[src/rtl/sd_io_pkg.sv]
// Shared constants and types for the SD-card SPI-master IO peripheral.
package sd_io_pkg;

  localparam logic [7:0] ADDR_STATUS = 8'hA0;
  localparam logic [7:0] ADDR_DATA   = 8'hA2;
  localparam logic [7:0] ADDR_CTRL   = 8'hA4;
  localparam logic [7:0] ADDR_CLKDIV = 8'hA6;

  localparam logic [4:0] IO_PAGE    = ADDR_STATUS[7:3];
  localparam logic [1:0] REG_STATUS = ADDR_STATUS[2:1];
  localparam logic [1:0] REG_DATA   = ADDR_DATA[2:1];
  localparam logic [1:0] REG_CTRL   = ADDR_CTRL[2:1];
  localparam logic [1:0] REG_CLKDIV = ADDR_CLKDIV[2:1];

  localparam int unsigned ST_BUSY     = 0;
  localparam int unsigned ST_RX_VALID = 1;
  localparam int unsigned ST_TX_FULL  = 2;
  localparam int unsigned ST_OVERRUN  = 3;
  localparam int unsigned CTRL_CS     = 0;
  localparam int unsigned CTRL_IRQ_EN = 2;

  localparam logic [7:0] CLKDIV_RST = 8'hFF;

  typedef enum logic {SPI_IDLE, SPI_SHIFT} spi_state_e;

endpackage

[src/rtl/sd_spi_byte.sv]
// SPI mode-0 byte shifter, MSB first; SCLK toggles every div+1 clocks.
module sd_spi_byte
  import sd_io_pkg::*;
(
  input  logic       clk,
  input  logic       reset,
  input  logic       start,
  input  logic [7:0] div,
  input  logic [7:0] tx_byte,
  input  logic       miso,
  output logic       busy,
  output logic       done_c,
  output logic [7:0] rx_byte,
  output logic       sclk,
  output logic       mosi
);

  spi_state_e state;
  logic [7:0] div_q;
  logic [7:0] cnt;
  logic [3:0] half;
  logic [7:0] tx_sh;
  logic [7:0] rx_sh;
  logic       sclk_q;

  assign busy    = (state == SPI_SHIFT);
  assign sclk    = sclk_q;
  assign mosi    = tx_sh[7];
  assign rx_byte = rx_sh;
  // Last half-period expiring: SCLK is about to fall for the 8th time.
  assign done_c  = (state == SPI_SHIFT) && (cnt == 8'd0) && (half == 4'd15) && sclk_q;

  always_ff @(posedge clk or negedge reset) begin
    if (!reset) begin
      state  <= SPI_IDLE;
      div_q  <= 8'd0;
      cnt    <= 8'd0;
      half   <= 4'd0;
      tx_sh  <= 8'hFF;
      rx_sh  <= 8'd0;
      sclk_q <= 1'b0;
    end else begin
      case (state)
        SPI_IDLE: begin
          if (start) begin
            state  <= SPI_SHIFT;
            div_q  <= div;
            cnt    <= div;
            half   <= 4'd0;
            tx_sh  <= tx_byte;
            sclk_q <= 1'b0;
          end
        end
        SPI_SHIFT: begin
          if (cnt == 8'd0) begin
            cnt    <= div_q;
            half   <= 4'(half + 4'd1);
            sclk_q <= ~sclk_q;
            if (!sclk_q) begin
              rx_sh <= {rx_sh[6:0], miso};
            end else if (half == 4'd15) begin
              state <= SPI_IDLE;
              tx_sh <= 8'hFF;
            end else begin
              tx_sh <= {tx_sh[6:0], 1'b1};
            end
          end else begin
            cnt <= 8'(cnt - 8'd1);
          end
        end
        default: state <= SPI_IDLE;
      endcase
    end
  end

endmodule

[src/rtl/sd_io_wrap.sv]
// IO-bus register front end for the SD SPI master (regs at 0xA0-0xA7).
// Optional interrupt output and CTRL.irq_en enabled by SD_IO_WRAP_IRQ_EN.
module sd_io_wrap
  import sd_io_pkg::*;
(
  input  logic        clk,
  input  logic        reset,
  input  logic [7:0]  i_IO_addr,
  input  logic [15:0] i_IO_data,
  input  logic        i_IO_we,
  input  logic        i_IO_re,
  output logic [15:0] o_IO_data,
  output logic        o_sd_sclk,
  output logic        o_sd_mosi,
  input  logic        i_sd_miso,
  output logic        o_sd_cs_n
`ifdef SD_IO_WRAP_IRQ_EN
  ,
  output logic        o_irq
`endif
);

  logic       hit, wr_status, wr_data, wr_ctrl, wr_div, rd_data;
  logic       busy_any, buf_wr, drop, start_c;
  logic [1:0] rsel;
  logic [7:0] start_byte;
  logic       eng_busy, eng_done_c;
  logic [7:0] eng_rx;

  logic       rx_valid, tx_full, overrun, restart_q;
  logic [7:0] rx_q, tx_buf, div_q;
  logic       irq_en;
  logic       unused;

  assign unused = &{1'b0, i_IO_data[15:8], i_IO_addr[0]};

  // Decode and transfer-launch decisions.
  always_comb begin
    hit        = (i_IO_addr[7:3] == IO_PAGE);
    rsel       = i_IO_addr[2:1];
    wr_status  = hit && i_IO_we && (rsel == REG_STATUS);
    wr_data    = hit && i_IO_we && (rsel == REG_DATA);
    wr_ctrl    = hit && i_IO_we && (rsel == REG_CTRL);
    wr_div     = hit && i_IO_we && (rsel == REG_CLKDIV);
    rd_data    = hit && (i_IO_re === 1'b1) && (rsel == REG_DATA);
    busy_any   = eng_busy | restart_q;
    buf_wr     = wr_data & busy_any & ~tx_full;
    drop       = wr_data & busy_any & tx_full;
    start_c    = restart_q | (wr_data & ~busy_any);
    start_byte = restart_q ? tx_buf : i_IO_data[7:0];
  end

  // Readback mux, zero latency.
  always_comb begin
    o_IO_data = 16'd0;
    if (hit) begin
      case (rsel)
        REG_STATUS: begin
          o_IO_data[ST_BUSY]     = busy_any;
          o_IO_data[ST_RX_VALID] = rx_valid;
          o_IO_data[ST_TX_FULL]  = tx_full;
          o_IO_data[ST_OVERRUN]  = overrun;
        end
        REG_DATA: o_IO_data[7:0] = rx_q;
        REG_CTRL: begin
          o_IO_data[CTRL_CS]     = ~o_sd_cs_n;
          o_IO_data[CTRL_IRQ_EN] = irq_en;
        end
        default: o_IO_data[7:0] = div_q;
      endcase
    end
  end

  sd_spi_byte u_spi (
    .clk     (clk),
    .reset   (reset),
    .start   (start_c),
    .div     (div_q),
    .tx_byte (start_byte),
    .miso    (i_sd_miso),
    .busy    (eng_busy),
    .done_c  (eng_done_c),
    .rx_byte (eng_rx),
    .sclk    (o_sd_sclk),
    .mosi    (o_sd_mosi)
  );

  // A buffered byte (already held, or written on the completing edge) restarts one cycle later.
  always_ff @(posedge clk or negedge reset) begin
    if (!reset) begin
      rx_valid  <= 1'b0;
      tx_full   <= 1'b0;
      overrun   <= 1'b0;
      restart_q <= 1'b0;
      rx_q      <= 8'd0;
      tx_buf    <= 8'd0;
      div_q     <= CLKDIV_RST;
      o_sd_cs_n <= 1'b1;
    end else begin
      if (eng_done_c) begin
        rx_q      <= eng_rx;
        rx_valid  <= 1'b1;
        restart_q <= tx_full | buf_wr;
        tx_full   <= 1'b0;
      end else begin
        restart_q <= 1'b0;
        if (buf_wr)  tx_full  <= 1'b1;
        if (rd_data) rx_valid <= 1'b0;
      end
      if (buf_wr) tx_buf <= i_IO_data[7:0];
      if (drop || (eng_done_c && rx_valid)) overrun <= 1'b1;
      else if (wr_status && i_IO_data[ST_OVERRUN]) overrun <= 1'b0;
      if (wr_ctrl) o_sd_cs_n <= ~i_IO_data[CTRL_CS];
      if (wr_div)  div_q     <= i_IO_data[7:0];
    end
  end

`ifdef SD_IO_WRAP_IRQ_EN
  always_ff @(posedge clk or negedge reset) begin
    if (!reset) begin
      irq_en <= 1'b0;
      o_irq  <= 1'b0;
    end else begin
      if (wr_ctrl) irq_en <= i_IO_data[CTRL_IRQ_EN];
      o_irq <= irq_en & rx_valid;
    end
  end
`else
  assign irq_en = 1'b0;
`endif

endmodule

[config.mk]
export PLATFORM = sky130hd
export DESIGN_NAME = sd_io_wrap
export DESIGN_NICKNAME = d
export VERILOG_FILES = /design/src/rtl/sd_io_pkg.sv /design/src/rtl/sd_spi_byte.sv /design/src/rtl/sd_io_wrap.sv
export SDC_FILE = /design/constraint.sdc
export NUM_CORES = 1
export LEC_CHECK = 0
export ABC_AREA = 1
export CORE_ASPECT_RATIO = 1.1
export CORE_UTILIZATION = 49
export DETAILED_ROUTE_END_ITERATION = 10
export MAX_ROUTING_LAYER = met4
export PLACE_DENSITY_LB_ADDON = 0.3
export SYNTH_ARGS = -nofsm -noshare
export SYNTH_HDL_FRONTEND = slang
export SYNTH_HIERARCHICAL = 1
export SYNTH_SLANG_ARGS = --single-unit
[constraint.sdc]
create_clock -name clk -period 1.78 [get_ports clk]
set_clock_uncertainty 0.2 [all_clocks]
set_input_delay 0.178 -clock clk [delete_from_list [all_inputs] [get_ports clk]]
set_output_delay 0.178 -clock clk [all_outputs]
set_load 0.02 [all_outputs]
==> impl_metrics.py, run 1 <==
metrics = {
    "synth": {
        "muxShareOfSynthArea_pct": 0,
        "yosysWarnings": 6,
        "syn_area_sq_um": 3600,
        "synth-compound-area-share_pct": 11.0,
        "ys_seq_area_share_pct": 47.2,
        "synthCells": 446,
        "synthArstFlopShare_pct": 100,
        "yosysUniqueCellTypes": 39,
        "synthFlopType": "dfrtp_1",
        "synth-xor-area-share_pct": 0.731,
        "synth_edf_count": 0,
        "synth_seq_cells": 67,
        "syn_avg_cell_area_sq_um": 8.06,
        "synth_top_family_by_area": "simple AND/OR/NAND/NOR gates",
        "synth.area.top_cells": "dfrtp_1 (35%), nand2_1 (16%), dfstp_2 (12%), inv_1 (5.2%), nand3_1 (4.7%)",
        "yosysTopAreaCellShare_pct": 34.8,
        "yosys.area_share.simple_pct": 30.3,
        "synth_adder_area_share_pct": 1.04,
        "synth_top_cell_by_area": "dfrtp_1",
    },
    "cells_and_area": {
        "instances_no_fill": 599,
        "nNetsFinal": 541,
        "diodes": 0,
        "final_layout_size_suffix_gt1_share_pct": 24.7,
        "area_growth_pct": 24.0,
    },
    "worst_setup_path": {
        "crit_buf_inv": 3,
        "crit_slowest_cell": "clkdlybuf4s50_1",
        "critPathTopFamily": "buffers and inverters",
        "crit_required_ps": 1400,
        "path_max_fanout": 5,
        "crit_path_start_kind": "input port",
        "crit_path_end_kind": "output port",
        "cp_common_cell": "buf_4",
        "cpPeakStageDelay_ps": 440,
        "cp.arrival_ps": 1370,
        "critical_path.cell_chain": "clkdlybuf4s50_1 -> nor2_4 -> nand3_4 -> buf_4 -> a21oi_1 -> buf_4",
        "critPathKind": "in2out",
        "r2r_slack_ps": 80,
    },
    "worst_hold_path": {
        "hold_class": "in2reg",
    },
    "power_and_ir_drop": {
        "p_leak_nw": 2.24,
        "power_density_nw_per_um2": 1080,
        "total_power_mw": 4.81,
        "max-vdd-ir-drop_v": 0.000700,
    },
    "timing": {
        "grt_setup_unrepaired": "yes",
        "final_hold_viol_count": 0,
        "fmax_ghz": 0.573,
        "fin_crit_sh_pct": 98.0,
        "fin_crit_ps": 1740,
        "setup_violations": 0,
        "drv_slew": 0,
    },
    "floorplanning": {
        "ioPinCount": 48,
        "rows": 32,
        "core-area_sq_um": 7050,
        "die_x_um": 83.7,
        "dieArea_sq_um": 7690,
        "initial_core_util_pct": 51.0,
        "die_h_um": 91.8,
    },
    "placement": {
        "gp_congestion": 0.875,
        "place_inst": 578,
        "hpwl_mm": 5.95,
        "port_buffers": 30,
    },
    "clock_network": {
        "cts.htree.levels": 3,
        "cts_sinks": 67,
        "cts.clk_slew.worst_paths_ps": 80,
        "cts_made_buffers": 9,
        "cts_tree": "yes",
        "cts_root_buffer": "clkbuf_8",
        "clk_latency_ps": 350,
        "cts.path.max_buffers": 2,
    },
    "route": {
        "viasPerCell": 5.26,
        "ant_nets": 0,
        "routedWlPerCell_um": 14.0,
        "drt_iter0_markers": 261,
        "wirelength_mm": 8.38,
        "drtPass1Iterations": 4,
        "drc": 0,
        "vias": 3151,
    },
    "global_route": {
        "grt_overflow": 0,
        "grt.total_usage_pct": 23.8,
        "grt_max_degree": 68,
        "antenna_found_initial": 0,
        "grt_pass1_vias": 2925,
        "grt_pass1_wl_mm": 13.9,
    },
    "run_status": {
        "status": "complete, no violations",
    },
    "run": {
        "cap_violations": 0,
    },
}
## state kept, by name (all words and copies together), names as in the netlist
name,count
u_spi/busy,1
tx_buf,8
u_spi/cnt,8
restart_q,1
rx_valid,1
o_sd_cs_n,1
u_spi/rx_byte,8
u_spi/sclk,1
u_spi/half,4
rx_q,8
overrun,1
u_spi/tx_sh,8
tx_full,1
div_q,8
u_spi/div_q,8
## stage by stage
step	setup TNS, ps	setup slack [ps]	area [sq um]	util, %	hold WS (ps)
global placement	-12000	-412	4140	58.8	25.4
floorplan	0	17.0	3640	-	-318
finish	0	35.8	4460	63.3	167
CTS	0	5.62	4370	62.0	154
detailed placement	-13540	-449	4140	58.8	26.4
global route	-216	-29.4	4460	63.3	172
## where the power goes
group	switching, mW	total (mW)	internal (mW)
combinational	0.723	1.25	0.526
sequential	0.206	1.99	1.78
clock	0.634	1.58	0.942
## final cells by class
class                           instances  area [sq um]
Sequential cell                        67          1700
Fill cell                             640          2590
Inverter                               59           224
Multi-Input combinational cell        307          1650
Clock inverter                          7           125
Clock buffer                            9           124
Tap cell                               85           106
Timing Repair Buffer                   65           537
## worst paths after layout
path / from / to / cells past startpoint
min in group asynchronous: reset / u_spi/div_q[6] / 3
hold reg to reg: u_spi/rx_byte[7] / u_spi/rx_byte[7] / 2
hold / removal: i_sd_miso / u_spi/rx_byte[0] / 3
setup reg to reg: u_spi/cnt[0] / rx_q[5] / 9
max in group asynchronous: reset / div_q[5] / 3
setup / recovery: i_IO_addr[4] / o_IO_data[5] / 6
## repair_timing
item / 4_1_cts / 5_1_grt
pin swaps: 0 / 7
endpoints found under the hold margin: 67 / 0
setup buffers: 1 / 2
gates resized for setup: 40 / 21
hold buffers: 1 / 0
setup endpoints to repair: 15 / 37
cloned: 0 / 1
## kinds of logic after synthesis
| group | count (synthesis) |
|---|---|
| AO/OA/AOI/OAI | 64 |
| XOR/XNOR | 3 |
| adder cells (fa/ha/maj) | 3 |
| buffers and inverters | 79 |
| flip-flops | 67 |
| other | 1 |
| AND/OR/NAND/NOR | 229 |
## worst min-delay path, stage by stage
cell             delay, ps
clkdlybuf4s50_1        390
nand2_1                 60
nand2_1                 50
## layout by cell type (no fill, tap or decap), types with 2 or more instances in the layout
master,instances
dfstp_2,17
xnor2_1,2
nand2_2,6
buf_4,32
o21ai_1,12
inv_1,47
o211ai_1,2
nand4_1,9
nor2_8,3
nand2_1,150
o22ai_1,4
nor2_4,3
nor2_2,3
nand2_4,5
a21oi_1,9
clkinv_4,3
o22a_1,7
bufinv_16,3
o21ai_2,11
inv_2,11
buf_6,2
nand3_4,3
dlygate4sd2_1,5
buf_2,8
clkdlybuf4s50_1,16
nor2_1,9
clkbuf_8,9
dfrtp_1,50
o21ai_0,15
ha_1,2
conb_1,8
nand3_1,34
## metal layers
metal  global-route usage [%]  vias to the layer above  wire length [um]
li1                         -                     1537                 -
met1                     30.3                     1505              3670
met2                     38.4                       99              4230
met3                     4.86                       10               374
met4                     7.20                        0               102
met5                        -                        -                 0
## cells in the mapped netlist, types with 2 or more instances
master / instances
a21oi_1: 9
dfrtp_1: 50
ha_1: 3
o22ai_1: 5
o211ai_1: 2
dfstp_2: 17
o21ai_2: 8
nand3_4: 2
nand2_2: 3
clkbuf_1: 3
xnor2_1: 2
nor2_8: 3
inv_1: 50
nand2_1: 153
nor2_1: 11
buf_2: 5
inv_2: 9
nand3_1: 34
o22a_1: 7
o21ai_0: 18
nand2_4: 5
nor2_2: 2
nand4_1: 9
nor2_4: 2
o21ai_1: 12
buf_4: 9
Note: power is estimated with default switching activity, not from simulation.
==> run 2: changes to the inputs <==
Settings changed: CORE_ASPECT_RATIO 1.1 to 1.5, CORE_MARGIN from default to 5, CORE_UTILIZATION 49 to 50.
==> impl_metrics.py, run 2 (synthesized netlist as in run 1, its figures left out) <==
metrics = {
    "worst_setup_path": {
        "critPathKind": "reg2out",
        "cpPeakStageDelay_ps": 540,
        "reg2reg_depth": 8,
        "path_max_fanout": 2,
        "cp.arrival_ps": 1350,
        "critical_path.cell_chain": "o21ai_0 -> a31oi_1 -> buf_2",
        "r2r-end": "rx_q[2]",
        "crit_required_ps": 1400,
        "r2r_slack_ps": 80,
        "crit_path_start_kind": "register",
        "crit_path_end_kind": "output port",
        "crit_slowest_cell": "dfstp_2",
        "regToRegStartpoint": "u_spi/cnt[0]",
    },
    "cells_and_area": {
        "layout_commonest_cell": "nand2_1",
        "final_cell_mix": "nand2_1 (151), dfrtp_1 (50), inv_1 (46), nand3_1 (34), buf_4 (33)",
        "final_layout_size_suffix_gt1_share_pct": 25.0,
        "instances_no_fill": 601,
        "diodes": 0,
        "area_growth_pct": 26.8,
        "nNetsFinal": 548,
        "final_area_sq_um": 4560,
        "final_util_pct": 63.9,
    },
    "floorplanning": {
        "initial_core_util_pct": 50.4,
        "die_x_um": 79.2,
        "ioPinCount": 48,
        "core-area_sq_um": 7130,
        "rows": 38,
        "die_h_um": 114,
        "dieArea_sq_um": 9020,
    },
    "clock_network": {
        "cts_made_buffers": 9,
        "cts_root_buffer": "clkbuf_8",
        "cts_sinks": 67,
        "cts.htree.levels": 3,
        "cts_tree": "yes",
        "cts.path.max_buffers": 2,
        "clk_latency_ps": 360,
        "cts.clk_slew.worst_paths_ps": 70,
    },
    "placement": {
        "port_buffers": 30,
        "dpl-instance-area_sq_um": 4140,
        "gp_congestion": 0.904,
        "place_inst": 574,
        "hpwl_mm": 6.21,
    },
    "route": {
        "vias": 3139,
        "drc": 0,
        "drt_iter0_markers": 225,
        "viasPerCell": 5.22,
        "drtPass1Iterations": 4,
        "ant_nets": 0,
        "routedWlPerCell_um": 14.9,
        "wirelength_mm": 8.95,
    },
    "power_and_ir_drop": {
        "power_density_nw_per_um2": 1030,
        "max-vdd-ir-drop_v": 0.000599,
        "clock_power_share_pct": 30.1,
        "switching_share_pct": 32.8,
        "p_seq_share_pct": 41.9,
        "internal_power_mw": 3.17,
        "pwr-share-comb_pct": 28.0,
        "p_sw_mw": 1.54,
        "p_leak_nw": 2.36,
    },
    "global_route": {
        "grt_pass1_wl_mm": 14.5,
        "antenna_found_initial": 0,
        "grt.total_usage_pct": 21.1,
        "grt_pass1_vias": 3149,
        "grt_max_degree": 68,
        "grt_overflow": 0,
    },
    "run": {
        "cap_violations": 0,
    },
    "timing": {
        "drv_slew": 0,
        "fin_crit_ps": 1720,
        "setup_violations": 0,
        "fmax_ghz": 0.580,
        "final_hold_viol_count": 0,
        "fin_crit_sh_pct": 96.8,
    },
    "run_status": {
        "status": "complete, no violations",
    },
    "worst_hold_path": {
        "hold_class": "in2async",
    },
}
-- run 2: final cells by class --
class	instances	area (sq um)
fillers	576	2570
clock inverters	5	77.6
well taps	80	100
flip-flops and latches	67	1700
repair buffers	72	669
inverters	59	231
clock buffers	11	141
multi-input cells	307	1640
-- run 2: worst max path at each step --
stage	start	to	slack, ps
6_report	div_q[0]	o_IO_data[0]	60
5_1_grt	u_spi/cnt[0]	rx_q[1]	-20
4_1_cts	u_spi/cnt[1]	rx_q[6]	2
3_5_place_dp	i_IO_addr[1]	o_IO_data[2]	-470
3_3_place_gp	i_IO_addr[1]	o_IO_data[2]	-410
2_1_floorplan	u_spi/cnt[0]	overrun	20
-- run 2: worst max-delay path, delay by kind of cell, from the launching register on --
kind	cells	cell delay (ps)
compound gates	2	250
buf+inv	1	190
flops	1	540
-- run 2: power by group through the flow --
stage	clock network [mW]	registers, mW	logic (mW)
after floorplan	0	2.00	0.785
after global placement	0	1.98	1.16
after detailed placement	0	2.00	1.19
after CTS	1.43	1.97	1.19
after global routing	1.49	2.01	1.51
final	1.42	1.98	1.32
-- run 2: metal layers --
metal	part of all wire (%)	vias up	global-route usage (%)	wire [um]
li1	-	1547	-	-
met1	38	1496	24.1	3430
met2	55	76	35.7	4950
met3	3.8	20	4.66	336
met4	2.7	0	8.83	240
met5	0	-	-	0
-- run 2: what timing repair did --
action	4_1_cts	5_1_grt
setup buffers	0	6
endpoints found under the hold margin	67	0
gates resized for setup	39	30
hold buffers	1	0
setup endpoints to repair	12	44
cloned	0	4
pin swaps	0	9
-- run 2: per-stage QoR --
stage / hold WS, ps / total power [mW] / setup TNS, ps / setup slack [ps]
final: 166 / 4.71 / 0 / 56.1
after global routing: 171 / 5.01 / -67.5 / -22.4
after CTS: 158 / 4.59 / 0 / 1.82
after detailed placement: 25.1 / 3.18 / -13090 / -473
after global placement: 25.5 / 3.14 / -12570 / -407
after floorplan: -318 / 2.79 / 0 / 17.0
==> run 3: changes to the inputs <==
Settings changed: ABC_CLOCK_PERIOD_IN_PS from default to 1780, SETUP_SLACK_MARGIN from default to 0.02.
==> impl_metrics.py, run 3 (synthesized netlist as in run 1, its figures left out) <==
metrics = {
    "run_status": {
        "status": "complete, no violations",
    },
    "timing": {
        "final_hold_viol_count": 0,
        "drv_slew": 0,
        "fmax_ghz": 0.596,
        "setup_tns_ps": 0,
        "setup_violations": 0,
        "fin_crit_ps": 1680,
        "grt_setup_unrepaired": "yes",
        "fin_crit_sh_pct": 94.2,
        "hold_slack_ps": 58.9,
    },
    "placement": {
        "gp_congestion": 0.886,
        "port_buffers": 30,
        "hpwl_mm": 6.46,
        "dpl-instance-area_sq_um": 4170,
    },
    "cells_and_area": {
        "layout_commonest_cell": "nand2_1",
        "diodes": 0,
        "final_area_sq_um": 4460,
        "area_growth_pct": 24.0,
        "final_util_pct": 62.5,
        "final_layout_size_suffix_gt1_share_pct": 25.2,
        "nNetsFinal": 547,
        "final_cell_mix": "nand2_1 (151), dfrtp_1 (50), inv_1 (44), buf_4 (36), nand3_1 (34)",
    },
    "route": {
        "wl_met2_mm": 4.71,
        "routedWlPerCell_um": 14.3,
        "wirelength_mm": 8.57,
        "drtPass1Iterations": 5,
        "ant_nets": 0,
        "drc": 0,
        "viasPerCell": 5.09,
        "vias": 3055,
        "wl_met1_mm": 3.35,
        "wl_met3_um": 237,
        "drt_iter0_markers": 186,
        "highest_layer": "met4",
    },
    "worst_setup_path": {
        "r2r-end": "rx_q[3]",
        "r2r_slack_ps": 100,
        "crit_path_end_kind": "output port",
        "path_max_fanout": 3,
        "cp.arrival_ps": 1300,
        "endpoint": "o_IO_data[4]",
        "cp-startpoint": "div_q[4]",
        "crit_path_start_kind": "register",
        "regToRegStartpoint": "u_spi/cnt[0]",
        "crit_required_ps": 1400,
        "critPathKind": "reg2out",
        "reg2reg_depth": 8,
    },
    "power_and_ir_drop": {
        "clock_power_share_pct": 30.3,
        "p_leak_nw": 2.26,
        "power_density_nw_per_um2": 1060,
        "pwr-share-comb_pct": 27.9,
        "p_seq_share_pct": 41.8,
        "switching_share_pct": 31.9,
        "internal_power_mw": 3.22,
        "max-vdd-ir-drop_v": 0.000778,
        "total_power_mw": 4.72,
        "p_sw_mw": 1.51,
    },
    "floorplanning": {
        "ioPinCount": 48,
        "die_x_um": 79.2,
        "initial_core_util_pct": 50.4,
        "die_h_um": 114,
        "rows": 38,
        "dieArea_sq_um": 9020,
        "core-area_sq_um": 7130,
    },
    "clock_network": {
        "cts_sinks": 67,
        "clk_latency_ps": 340,
        "cts.path.max_buffers": 2,
        "cts_tree": "yes",
        "cts_root_buffer": "clkbuf_8",
        "cts.htree.levels": 3,
        "cts_made_buffers": 9,
        "cts.clk_slew.worst_paths_ps": 70,
    },
    "global_route": {
        "grt_max_degree": 40,
        "antenna_found_initial": 0,
        "grt.total_usage_pct": 21.4,
        "grt_overflow": 0,
        "grt_pass1_wl_mm": 14.6,
        "grt_pass1_vias": 3163,
    },
    "run": {
        "cap_violations": 0,
    },
    "worst_hold_path": {
        "hold_class": "in2async",
    },
}
-- run 3: changes by cell type in the layout (fill, tap and decap cells not counted), sizes merged --
| cell | delta |
|---|---|
| dlygate4sd2 | +4 |
| dlymetal6s2s | -4 |
| buf | +2 |
| clkbuf | -2 |
| clkinvlp | -1 |
-- run 3: how the worst min path moves through the flow --
stage	slack (ps)	end	startpoint	cells past startpoint
2_1_floorplan	-320	overrun	reset	0
4_1_cts	50	u_spi/cnt[6]	reset	2
5_1_grt	60	u_spi/half[2]	reset	2
6_report	60	u_spi/div_q[6]	reset	2
3_3_place_gp	-110	u_spi/div_q[4]	reset	1
3_5_place_dp	-110	u_spi/cnt[3]	reset	1
-- run 3: final cells by class --
type	count	area (sq um)
well taps	80	100
inverters	59	224
multi-input cells	307	1620
repair buffers	71	584
clock buffers	12	155
clock inverters	4	73.8
flip-flops and latches	67	1700
fillers	630	2670
-- run 3: metrics by stage --
step                      worst slack [ps]  std cells
after CTS                             25.9        596
after global placement                -428        576
after global routing                 -2.07        600
after floorplan                       24.0        453
after detailed placement              -435        576
final                                  104        600
-- run 3: what timing repair did --
action / in CTS / in global routing
setup endpoints to repair: 28 / 50
pin swaps: 10 / 6
buffers inserted: 2 / 3
cloned: 1 / 1
resized for setup: 51 / 12
hold endpoints to repair: 50 / 0
hold buffers: 1 / 0
-- run 3: worst max-delay path: stages, from the launching register on --
cell and delay [ps]:
dfstp_2 570, nand2_1 70, a21oi_1 140, buf_2 180
-- run 3: layer usage --
layer | GRT usage [%] | up-vias
met5 | - | -
met3 | 4.27 | 21
li1 | - | 1544
met2 | 35.9 | 58
met4 | 11.9 | 0
met1 | 23.4 | 1432
-- run 3: power groups by stage --
stage          Clock (mW)  Sequential (mW)  Combinational [mW]
3_3_place_gp            0             1.98                1.21
5_1_grt              1.54             2.01                1.48
2_1_floorplan           0             2.00               0.807
4_1_cts              1.46             1.97                1.26
3_5_place_dp            0             2.00                1.26
6_report             1.43             1.97                1.32
